### src/rtl/hrm_ctrl_pkg.sv
// Shared constants for the HRM control unit: opcodes, FSM state codes,
// datapath select codes and the decoded-instruction record.
package hrm_ctrl_pkg;

    localparam int OPW_DEF = 4;
    localparam int DW_DEF  = 8;

    localparam logic [3:0] OP_INBOX    = 4'h0;
    localparam logic [3:0] OP_OUTBOX   = 4'h1;
    localparam logic [3:0] OP_COPYFROM = 4'h2;
    localparam logic [3:0] OP_COPYTO   = 4'h3;
    localparam logic [3:0] OP_ADD      = 4'h4;
    localparam logic [3:0] OP_SUB      = 4'h5;
    localparam logic [3:0] OP_BUMPUP   = 4'h6;
    localparam logic [3:0] OP_BUMPDN   = 4'h7;
    localparam logic [3:0] OP_JUMP     = 4'h8;
    localparam logic [3:0] OP_JUMPZ    = 4'h9;
    localparam logic [3:0] OP_JUMPN    = 4'hA;
    localparam logic [3:0] OP_HALT     = 4'hF;

    localparam logic [3:0] ST_FETCH    = 4'd0;
    localparam logic [3:0] ST_DECODE   = 4'd1;
    localparam logic [3:0] ST_FETCH_OP = 4'd2;
    localparam logic [3:0] ST_ADDR     = 4'd3;
    localparam logic [3:0] ST_INDIR    = 4'd4;
    localparam logic [3:0] ST_EXEC     = 4'd5;
    localparam logic [3:0] ST_STORE    = 4'd6;
    localparam logic [3:0] ST_BRANCH   = 4'd7;
    localparam logic [3:0] ST_WAIT_IN  = 4'd8;
    localparam logic [3:0] ST_WAIT_OUT = 4'd9;
    localparam logic [3:0] ST_HALT     = 4'd10;

    localparam logic [1:0] MUXR_INBOX = 2'd0;
    localparam logic [1:0] MUXR_MEM   = 2'd1;
    localparam logic [1:0] MUXR_ALU   = 2'd2;

    localparam logic MUXAR_OPND = 1'b0;
    localparam logic MUXAR_MEM  = 1'b1;

    localparam logic [1:0] ALU_ADD  = 2'd0;
    localparam logic [1:0] ALU_SUB  = 2'd1;
    localparam logic [1:0] ALU_INC  = 2'd2;
    localparam logic [1:0] ALU_DEC  = 2'd3;

    typedef struct packed {
        logic needs_op;
        logic is_jump;
        logic is_mem;
        logic is_alu;
        logic is_bump;
        logic indirect;
        logic illegal;
    } decode_t;

endpackage

### src/rtl/hrm_ctrl_decode.sv
// Combinational classification of the latched instruction byte.
module hrm_ctrl_decode
    import hrm_ctrl_pkg::*;
#(
    parameter int OPW = 4
) (
    input  logic [OPW-1:0] opcode,
    input  logic           ind_bit,
    output decode_t        dec
);

    always_comb begin
        dec          = '0;
        dec.is_mem   = (opcode >= OP_COPYFROM) && (opcode <= OP_BUMPDN);
        dec.is_alu   = (opcode == OP_ADD) || (opcode == OP_SUB);
        dec.is_bump  = (opcode == OP_BUMPUP) || (opcode == OP_BUMPDN);
        dec.is_jump  = (opcode >= OP_JUMP) && (opcode <= OP_JUMPN);
        dec.needs_op = dec.is_mem || dec.is_jump;
        // The indirect bit only means something for memory-addressing ops.
        dec.indirect = ind_bit && dec.is_mem;
        dec.illegal  = (opcode > OP_JUMPN) && (opcode != OP_HALT);
    end

endmodule

### src/rtl/hrm_ctrl.sv
// HRM CPU control FSM: fetch, decode, operand/indirect resolution, execute,
// plus INBOX/OUTBOX handshakes. Strobe outputs are combinational from state.
module hrm_ctrl
    import hrm_ctrl_pkg::*;
#(
    parameter int OPW = 4,
    parameter int DW  = 8
) (
    input  logic          clk,
    input  logic          rst,
    input  logic [DW-1:0] instr,
    input  logic          r_zero,
    input  logic          r_neg,
    input  logic          inbox_empty,
    input  logic          outbox_full,
    output logic          wIR,
    output logic          wOP,
    output logic          wAR,
    output logic          muxAR,
    output logic          wPC,
    output logic          branch,
    output logic          ijump,
    output logic          aluFlag,
    output logic          wR,
    output logic [1:0]    muxR,
    output logic [1:0]    aluCtl,
    output logic          wM,
    output logic          inbox_rd,
    output logic          outbox_wr,
    output logic          halted,
    output logic          illegal
);

    logic [3:0]     state_reg, state_next;
    logic [OPW-1:0] opcode_reg;
    logic           ind_reg;
    logic           illegal_reg;
    decode_t        dec;

    logic wir_c, wop_c, war_c, muxar_c, wpc_c, branch_c, ijump_c, aluflag_c;
    logic wr_c, wm_c, inbox_rd_c, outbox_wr_c;
    logic [1:0] muxr_c, aluctl_c;

    logic unused_bits;
    assign unused_bits = ^instr[DW-OPW-2:0];

    hrm_ctrl_decode #(.OPW(OPW)) u_decode (
        .opcode  (opcode_reg),
        .ind_bit (ind_reg),
        .dec     (dec)
    );

    // The controller keeps its own copy of the opcode: once PC advances,
    // instr shows the operand byte, not the instruction.
    always_ff @(posedge clk) begin
        if (rst) begin
            state_reg   <= ST_FETCH;
            opcode_reg  <= '0;
            ind_reg     <= 1'b0;
            illegal_reg <= 1'b0;
        end else begin
            state_reg <= state_next;
            if (state_reg == ST_FETCH) begin
                opcode_reg <= instr[DW-1:DW-OPW];
                ind_reg    <= instr[DW-OPW-1];
            end
            if (state_reg == ST_DECODE && dec.illegal) begin
                illegal_reg <= 1'b1;
            end
        end
    end

    always_comb begin
        state_next  = state_reg;
        wir_c       = 1'b0;
        wop_c       = 1'b0;
        war_c       = 1'b0;
        muxar_c     = MUXAR_OPND;
        wpc_c       = 1'b0;
        branch_c    = 1'b0;
        ijump_c     = 1'b0;
        aluflag_c   = 1'b0;
        wr_c        = 1'b0;
        muxr_c      = MUXR_INBOX;
        aluctl_c    = ALU_ADD;
        wm_c        = 1'b0;
        inbox_rd_c  = 1'b0;
        outbox_wr_c = 1'b0;

        case (state_reg)
            ST_FETCH: begin
                wir_c      = 1'b1;
                wpc_c      = 1'b1;
                state_next = ST_DECODE;
            end
            ST_DECODE: begin
                case (opcode_reg)
                    OP_INBOX:  state_next = ST_WAIT_IN;
                    OP_OUTBOX: state_next = ST_WAIT_OUT;
                    OP_HALT:   state_next = ST_HALT;
                    default:   state_next = dec.illegal ? ST_HALT : ST_FETCH_OP;
                endcase
            end
            ST_FETCH_OP: begin
                wop_c = dec.needs_op;
                // Jumps leave PC on the operand byte so a not-taken branch
                // can step over it with a plain increment.
                wpc_c      = dec.is_mem;
                state_next = dec.is_jump ? ST_BRANCH : ST_ADDR;
            end
            ST_ADDR: begin
                war_c      = 1'b1;
                muxar_c    = MUXAR_OPND;
                state_next = dec.indirect ? ST_INDIR : ST_EXEC;
            end
            ST_INDIR: begin
                war_c      = 1'b1;
                muxar_c    = MUXAR_MEM;
                state_next = ST_EXEC;
            end
            ST_EXEC: begin
                state_next = ST_FETCH;
                case (opcode_reg)
                    OP_COPYFROM: begin
                        wr_c   = 1'b1;
                        muxr_c = MUXR_MEM;
                    end
                    OP_COPYTO: wm_c = 1'b1;
                    OP_ADD, OP_SUB, OP_BUMPUP, OP_BUMPDN: begin
                        wr_c     = 1'b1;
                        muxr_c   = MUXR_ALU;
                        aluctl_c = opcode_reg[1:0];
                        if (dec.is_bump) state_next = ST_STORE;
                    end
                    default: ;
                endcase
            end
            ST_STORE: begin
                wm_c       = 1'b1;
                state_next = ST_FETCH;
            end
            ST_BRANCH: begin
                wpc_c    = 1'b1;
                branch_c = 1'b1;
                ijump_c  = (opcode_reg == OP_JUMP);
                if (opcode_reg == OP_JUMPZ) aluflag_c = r_zero;
                if (opcode_reg == OP_JUMPN) aluflag_c = r_neg;
                state_next = ST_FETCH;
            end
            ST_WAIT_IN: begin
                if (!inbox_empty) begin
                    inbox_rd_c = 1'b1;
                    wr_c       = 1'b1;
                    muxr_c     = MUXR_INBOX;
                    state_next = ST_FETCH;
                end
            end
            ST_WAIT_OUT: begin
                if (!outbox_full) begin
                    outbox_wr_c = 1'b1;
                    state_next  = ST_FETCH;
                end
            end
            ST_HALT: state_next = ST_HALT;
            default: state_next = ST_FETCH;
        endcase
    end

    // Reset suppresses every strobe so an aborted instruction has no side effect.
    assign wIR       = wir_c       && !rst;
    assign wOP       = wop_c       && !rst;
    assign wAR       = war_c       && !rst;
    assign muxAR     = muxar_c     && !rst;
    assign wPC       = wpc_c       && !rst;
    assign branch    = branch_c    && !rst;
    assign ijump     = ijump_c     && !rst;
    assign aluFlag   = aluflag_c   && !rst;
    assign wR        = wr_c        && !rst;
    assign muxR      = rst ? 2'd0 : muxr_c;
    assign aluCtl    = rst ? 2'd0 : aluctl_c;
    assign wM        = wm_c        && !rst;
    assign inbox_rd  = inbox_rd_c  && !rst;
    assign outbox_wr = outbox_wr_c && !rst;
    assign halted    = (state_reg == ST_HALT);
    assign illegal   = illegal_reg;

endmodule

### config.mk
export PLATFORM = sky130hd
export DESIGN_NAME = hrm_ctrl
export DESIGN_NICKNAME = d
export VERILOG_FILES = /design/src/rtl/hrm_ctrl_pkg.sv /design/src/rtl/hrm_ctrl_decode.sv /design/src/rtl/hrm_ctrl.sv
export SDC_FILE = /design/constraint.sdc
export NUM_CORES = 1
export LEC_CHECK = 0
export CORE_MARGIN = 2
export CORE_UTILIZATION = 35
export DETAILED_ROUTE_END_ITERATION = 10
export PLACE_DENSITY_LB_ADDON = 0.3
export SETUP_SLACK_MARGIN = 0.1
export SYNTH_ARGS = -nofsm -noshare
export SYNTH_HDL_FRONTEND = slang
export SYNTH_SLANG_ARGS = --single-unit
### constraint.sdc
create_clock -name clk -period 2 [get_ports clk]
set_input_delay 0.4 -clock clk [delete_from_list [all_inputs] [get_ports clk]]
set_output_delay 0.4 -clock clk [all_outputs]
set_load 0.1 [all_outputs]
==> results.toml, run 1 <==
[status]
outcome = "finished, violations left"
violated_checks = "setup timing"

[timing]
post-route-worst-setup-slack_ps = -252
final-max-slew-violation-count = 0
fmaxAchievable_mhz = 444
rsz0062_at_grt = "yes"
finalHoldViolCount = 0
timing.final.crit_period_ps = 2250
setup_viol = 11
slew_headroom_pct = 74.5
worst_clock_skew_ps = 6.47
max_slew.worst_pin.slew_ps = 379
final.period_utilization_pct = 113

[logic_synthesis]
synth.ff_latch_count = 10
synth.cell_area_sq_um = 787
synth_area_leaders = "dfxtp_1 (25%), nor2_1 (8.6%), nand2b_1 (6.4%), nor4_4 (5.4%), mux2i_1 (5.1%)"
synthesis.nets = 117
yosysMostFrequentCell = "nor2_1"
ys_seq_area_share_pct = 25.4
yosys_warnings = 0
number_of_enable_flip_flop_cells_after_synthesis = 0
post_synth.cell_area_avg_sq_um = 7.64
post_synth_inst_count = 103
synth_top_area_share_pct = 25.4
synth_commonest_cells = "nor2_1 (18), dfxtp_1 (10), nand2b_1 (8), a21oi_1 (7), nor3_1 (5)"
synth_top_area_cell = "dfxtp_1"
postSynth.asyncResetShare_pct = 0
synthDistinctLibCells = 33
ys.flop_type = "dfxtp_1"

[worst_setup_path]
cpPeakStageDelay_ps = 420
cp-start-kind = "flop"
crit_arrival_ps = 1850
critPathKind = "flop to output port"
critPathRequiredTime_ps = 1600
crit_path_cell_trace = "or3b_4 -> nor2_4 -> o21ai_2 -> a2111oi_4 -> buf_12"
critical_path.endpoint_type = "output port"
crit_path_top_delay_cell = "or3b_4"
worstPathMaxFanout = 2

[route]
drtAntennaViolNets = 0
initialDrtViolationCount = 38
drc = 0
finalWirelength_um = 3860
drt_pre_antenna_iters = 4
average_detailed_routed_wire_length_per_instance_um = 20.0
detailroute.via_count = 1098
vias_per_cell = 5.69

[grt]
grtUsageTotal_pct = 26.6
grt_antenna_before_repair = 0
via_count_of_the_first_global_routing_pass = 1102
grt_start_max_net_pins = 10
global_route.overflow_total = 0
grt_pass1_wl_um = 5240

[clock_network]
ctsHoldBuffers = 0
cts_buffer_depth = 2
clk_transition_reported_paths_ps = 70
clk-insertion-delay-late_ps = 280
cts_tree = "built"
num_cts_buffers = 3
clock_tree.root_cell = "clkbuf_4"
numClockSinks = 10
h_tree_level_count = 1

[final_layout]
antenna-diode-count = 0
multi_input_area_sq_um = 797
area.growth.synth_to_final_pct = 138
n_fill_cell = 101
fin_nets = 180
final_util_pct = 86.3
register_area_sq_um = 218
stdcell_count = 193
layout-drive-gt1-share_pct = 63.6

[floorplan]
core_area_sq_um = 2170
dieArea_sq_um = 2640
fp.dieW_um = 51.4
chipHeight_um = 51.4
std_cell_rows = 17
initial_core_util_pct = 36.3
ioPinCount = 32

[power_and_ir_drop]
power_leakage_nw = 0.730
power.density_nw_per_um2 = 998
ir_drop_mv = 1.36

[place]
cell_count_after_placement = 174
dp_hpwl_um = 2060
routabilityCongestion = 0.810
io_buffers = 28

[min_path]
worstHoldPathType = "flop to flop"

[run]
cap_viol_max_count = 0
[path summary, 6_finish.rpt]
kind | from | endpoint | slack, ps | cells past startpoint
worst max-delay path | opcode_reg[3]$_SDFFE_PP0P_ | wR | -250 | 5
worst min register to register | ind_reg$_SDFFE_PP0P_ | ind_reg$_SDFFE_PP0P_ | 560 | 2
worst min-delay path | ind_reg$_SDFFE_PP0P_ | ind_reg$_SDFFE_PP0P_ | 560 | 2
worst max register to register | state_reg[2]$_SDFFE_PP0P_ | opcode_reg[0]$_SDFFE_PP0P_ | 290 | 8
[repair_timing]
item,4_1_cts,5_1_grt
setup buffers,10,5
resized for setup,31,10
endpoints found under the setup margin,15,16
pin swaps,8,12
hold endpoints to repair,0,0
[kinds of logic (layout without fill, tap and decap cells)]
logic type	after synthesis	count (layout)	share of synthesized area (%)
simple gates	52	52	39.9
compound gates	24	24	21.1
buf+inv	11	73	5.88
flops	10	10	25.4
mux	5	5	6.52
xor+xnor	1	1	1.11
[area by class of cell]
cell class / instances / share of cell area, %
Clock buffer: 4 / 1.94
Timing Repair Buffer: 66 / 41.4
Tap cell: 28 / 1.87
Multi-Input combinational cell: 82 / 42.6
Sequential cell: 10 / 11.6
Inverter: 3 / 0.601
[cells in the final DEF, fill, tap and decap left out, types with 2 or more instances in the layout]
cell | netlist | routed
a2111oi_4 | 0 | 2
and2_4 | 0 | 2
buf_12 | 0 | 17
dlygate4sd2_1 | 0 | 2
nand2b_1 | 8 | 3
a21oi_2 | 0 | 2
or2_4 | 0 | 2
dfxtp_4 | 0 | 3
dfxtp_2 | 0 | 5
nor2_2 | 0 | 2
buf_8 | 0 | 2
dfxtp_1 | 10 | 2
clkdlybuf4s50_1 | 0 | 8
nor3_4 | 0 | 3
nor2_1 | 18 | 12
a21oi_1 | 7 | 5
buf_6 | 0 | 9
nor3_1 | 5 | 2
a22oi_1 | 2 | 2
o21ai_0 | 3 | 3
clkbuf_4 | 0 | 3
mux2i_1 | 4 | 4
a211oi_1 | 3 | 3
nor2_4 | 1 | 5
nand2b_4 | 0 | 4
nor4_4 | 2 | 6
inv_1 | 3 | 3
buf_4 | 0 | 27
[worst max-delay path: cells and delay by family (launching register included)]
kind                   cells  cell delay, ps
AND/OR/NAND/NOR            2             550
flip-flops                 1             330
AO/OA/AOI/OAI              2             470
buffers and inverters      1             220
[power breakdown]
part	leakage [nW]	internal [mW]	switching [mW]	total, mW
sequential	0.0860	0.267	0.118	0.385
clock	0.0210	0.111	0.0806	0.192
combinational	0.623	0.609	0.684	1.29
[per-layer routing]
layer	track usage, %	vias to the layer above	share of wire [%]
li1	-	493	-
met4	6.58	0	2.8
met3	6.43	18	7.0
met1	31.2	512	37
met2	48.1	75	53
met5	0	-	0
[metrics by stage]
| step | setup WS [ps] | cell area, sq um | TNS, ps | power (mW) | hold WS, ps |
|---|---|---|---|---|---|
| floorplan | -1160 | 995 | -7210 | 1.04 | 460 |
| global placement | -201 | 1580 | -1490 | 1.35 | 459 |
| detailed placement | -223 | 1580 | -1700 | 1.37 | 480 |
| CTS | -206 | 1790 | -1080 | 1.74 | 495 |
| global route | -286 | 1870 | -1990 | 1.93 | 567 |
| finish | -252 | 1870 | -1560 | 1.87 | 558 |
Power figures use the tool's default switching activity.
==> inputs of run 2 (changes only) <==
--- a/config.mk
+++ b/config.mk
@@ -8,6 +8,7 @@
 export CORE_MARGIN = 2
 export CORE_UTILIZATION = 35
 export DETAILED_ROUTE_END_ITERATION = 10
+export GPL_TIMING_DRIVEN = 0
 export PLACE_DENSITY_LB_ADDON = 0.3
 export SETUP_SLACK_MARGIN = 0.1
 export SYNTH_ARGS = -nofsm -noshare
==> run 2 against run 1 <==
The flow still finishes with violations (setup timing). Setup slack got worse by 99 ps. Critical path depth is 1 higher. First-iteration DRC count is 7.9% lower. Routed wire length is 10% lower. Hold slack worse by 140 ps. Sequential power fell by 12%. Cell count decreased by 6.7%. Clock skew down 5.5 ps. Clock-buffer cell count is the same. Critical path type unchanged. Largest cell class unchanged. Largest power group unchanged.
==> results.toml, run 2 (synthesis gave the netlist of run 1 again) <==
[route]
met3_length_um = 206
drtAntennaViolNets = 0
drc = 0
detailroute.via_count = 1058
met2_wirelength_um = 1770
drt_pre_antenna_iters = 5
routedLengthMet1_um = 1350
initialDrtViolationCount = 35
average_detailed_routed_wire_length_per_instance_um = 19.3
top_layer = "met4"
vias_per_cell = 5.88
finalWirelength_um = 3470

[final_layout]
layout_commonest_cell = "buf_4"
layout_common_cells = "buf_4 (16), nor2_1 (13), buf_6 (12)"
fin_nets = 167
layout-drive-gt1-share_pct = 57.9
antenna-diode-count = 0
layout.cell_area.non_filler_sq_um = 1700
area.growth.synth_to_final_pct = 116
stdcell_count = 180

[floorplan]
ioPinCount = 32
chipHeight_um = 51.4
fp.dieW_um = 51.4
initial_core_util_pct = 36.3
std_cell_rows = 17
core_area_sq_um = 2170
dieArea_sq_um = 2640

[place]
detailed_place.area_sq_um = 1300
dp_hpwl_um = 1740
cell_count_after_placement = 158
routabilityCongestion = 0.823
io_buffers = 27
pre_cts_ws_ps = -1180

[clock_network]
clk_transition_reported_paths_ps = 80
num_cts_buffers = 3
cts_buffer_depth = 2
clk-insertion-delay-late_ps = 280
clock_tree.root_cell = "clkbuf_4"
h_tree_level_count = 1
cts_tree = "built"
numClockSinks = 10

[timing]
slew_headroom_pct = 36.9
timing.hold.ws_ps = 420
post-route-worst-setup-slack_ps = -351
final.period_utilization_pct = 118
max_slew.worst_pin.slew_ps = 950
finalHoldViolCount = 0
setup_total_negative_slack_ps = -1810
rsz0062_at_grt = "yes"
setup_viol = 12
fmaxAchievable_mhz = 425
worst_clock_skew_ps = 0.962
final-max-slew-violation-count = 0
timing.final.crit_period_ps = 2350

[status]
violated_checks = "setup timing"
outcome = "finished, violations left"

[worst_setup_path]
critPathKind = "flop to output port"
crit_arrival_ps = 1950
cp-start-kind = "flop"
rrSetupSlack_ps = 400
critPathRequiredTime_ps = 1600
critical_path.endpoint_type = "output port"
worstPathMaxFanout = 7

[grt]
grt_start_max_net_pins = 11
via_count_of_the_first_global_routing_pass = 896
global_route.overflow_total = 0
grtUsageTotal_pct = 21.0
grt_antenna_before_repair = 0
grt_pass1_wl_um = 4150

[power_and_ir_drop]
power.density_nw_per_um2 = 1070
ir_drop_mv = 0.874
power_leakage_nw = 0.656

[min_path]
worstHoldPathType = "input port to flop"

[run]
cap_viol_max_count = 0
[run 2: cell count changes in the layout (fill, tap and decap cells not counted), sizes merged]
cell and change:
buf -16, clkbuf +3, clkdlybuf4s50 +1, dlygate4sd2 -1
[run 2: timing repair]
item	in CTS	in global routing
hold buffers	0	0
buffers inserted	1	17
endpoints found under the setup margin	18	15
gates resized for setup	146	26
pin swaps	3	10
hold endpoints to repair	0	0
[run 2: layout make-up]
class	instances	area, sq um
plain buffers	8	93.8
repair buffers	45	529
flip-flops and latches	10	215
clock buffers	4	36.3
multi-input cells	82	777
fillers	141	472
well taps	28	35.0
inverters	3	11.3
[run 2: path summary, 6_finish.rpt]
path / depth (start not counted) / from / end
max: 6 / state_reg[3]$_SDFFE_PP0P_ / wR
min: 2 / rst / state_reg[0]$_SDFFE_PP0P_
max reg2reg: 4 / state_reg[1]$_SDFFE_PP0P_ / state_reg[1]$_SDFFE_PP0P_
min reg2reg: 2 / ind_reg$_SDFFE_PP0P_ / ind_reg$_SDFFE_PP0P_
[run 2: power breakdown]
group	internal, mW	switching (mW)
clock	0.111	0.0881
combinational	0.574	0.707
sequential	0.261	0.0754
total	0.947	0.871
[run 2: stage by stage]
stage               total power, mW  util [%]
floorplan                      1.04         -
CTS                            1.47      66.7
detailed placement             1.20      59.9
global placement               1.18      59.9
global route                   1.87      78.3
finish                         1.82      78.3
[run 2: critical path, stage by stage, from the launching register on]
cell and delay [ps]:
dfxtp_2 320, buf_6 120, or3b_4 410, nor2_4 120, o21ai_2 100, a2111oi_4 320
buf_6 270
[run 2: layer usage]
metal  vias up  global-route usage, %
met5         -                      0
met4         0                   10.5
met3        19                   4.39
met2        68                   34.8
met1       498                   25.5
li1        473                      -
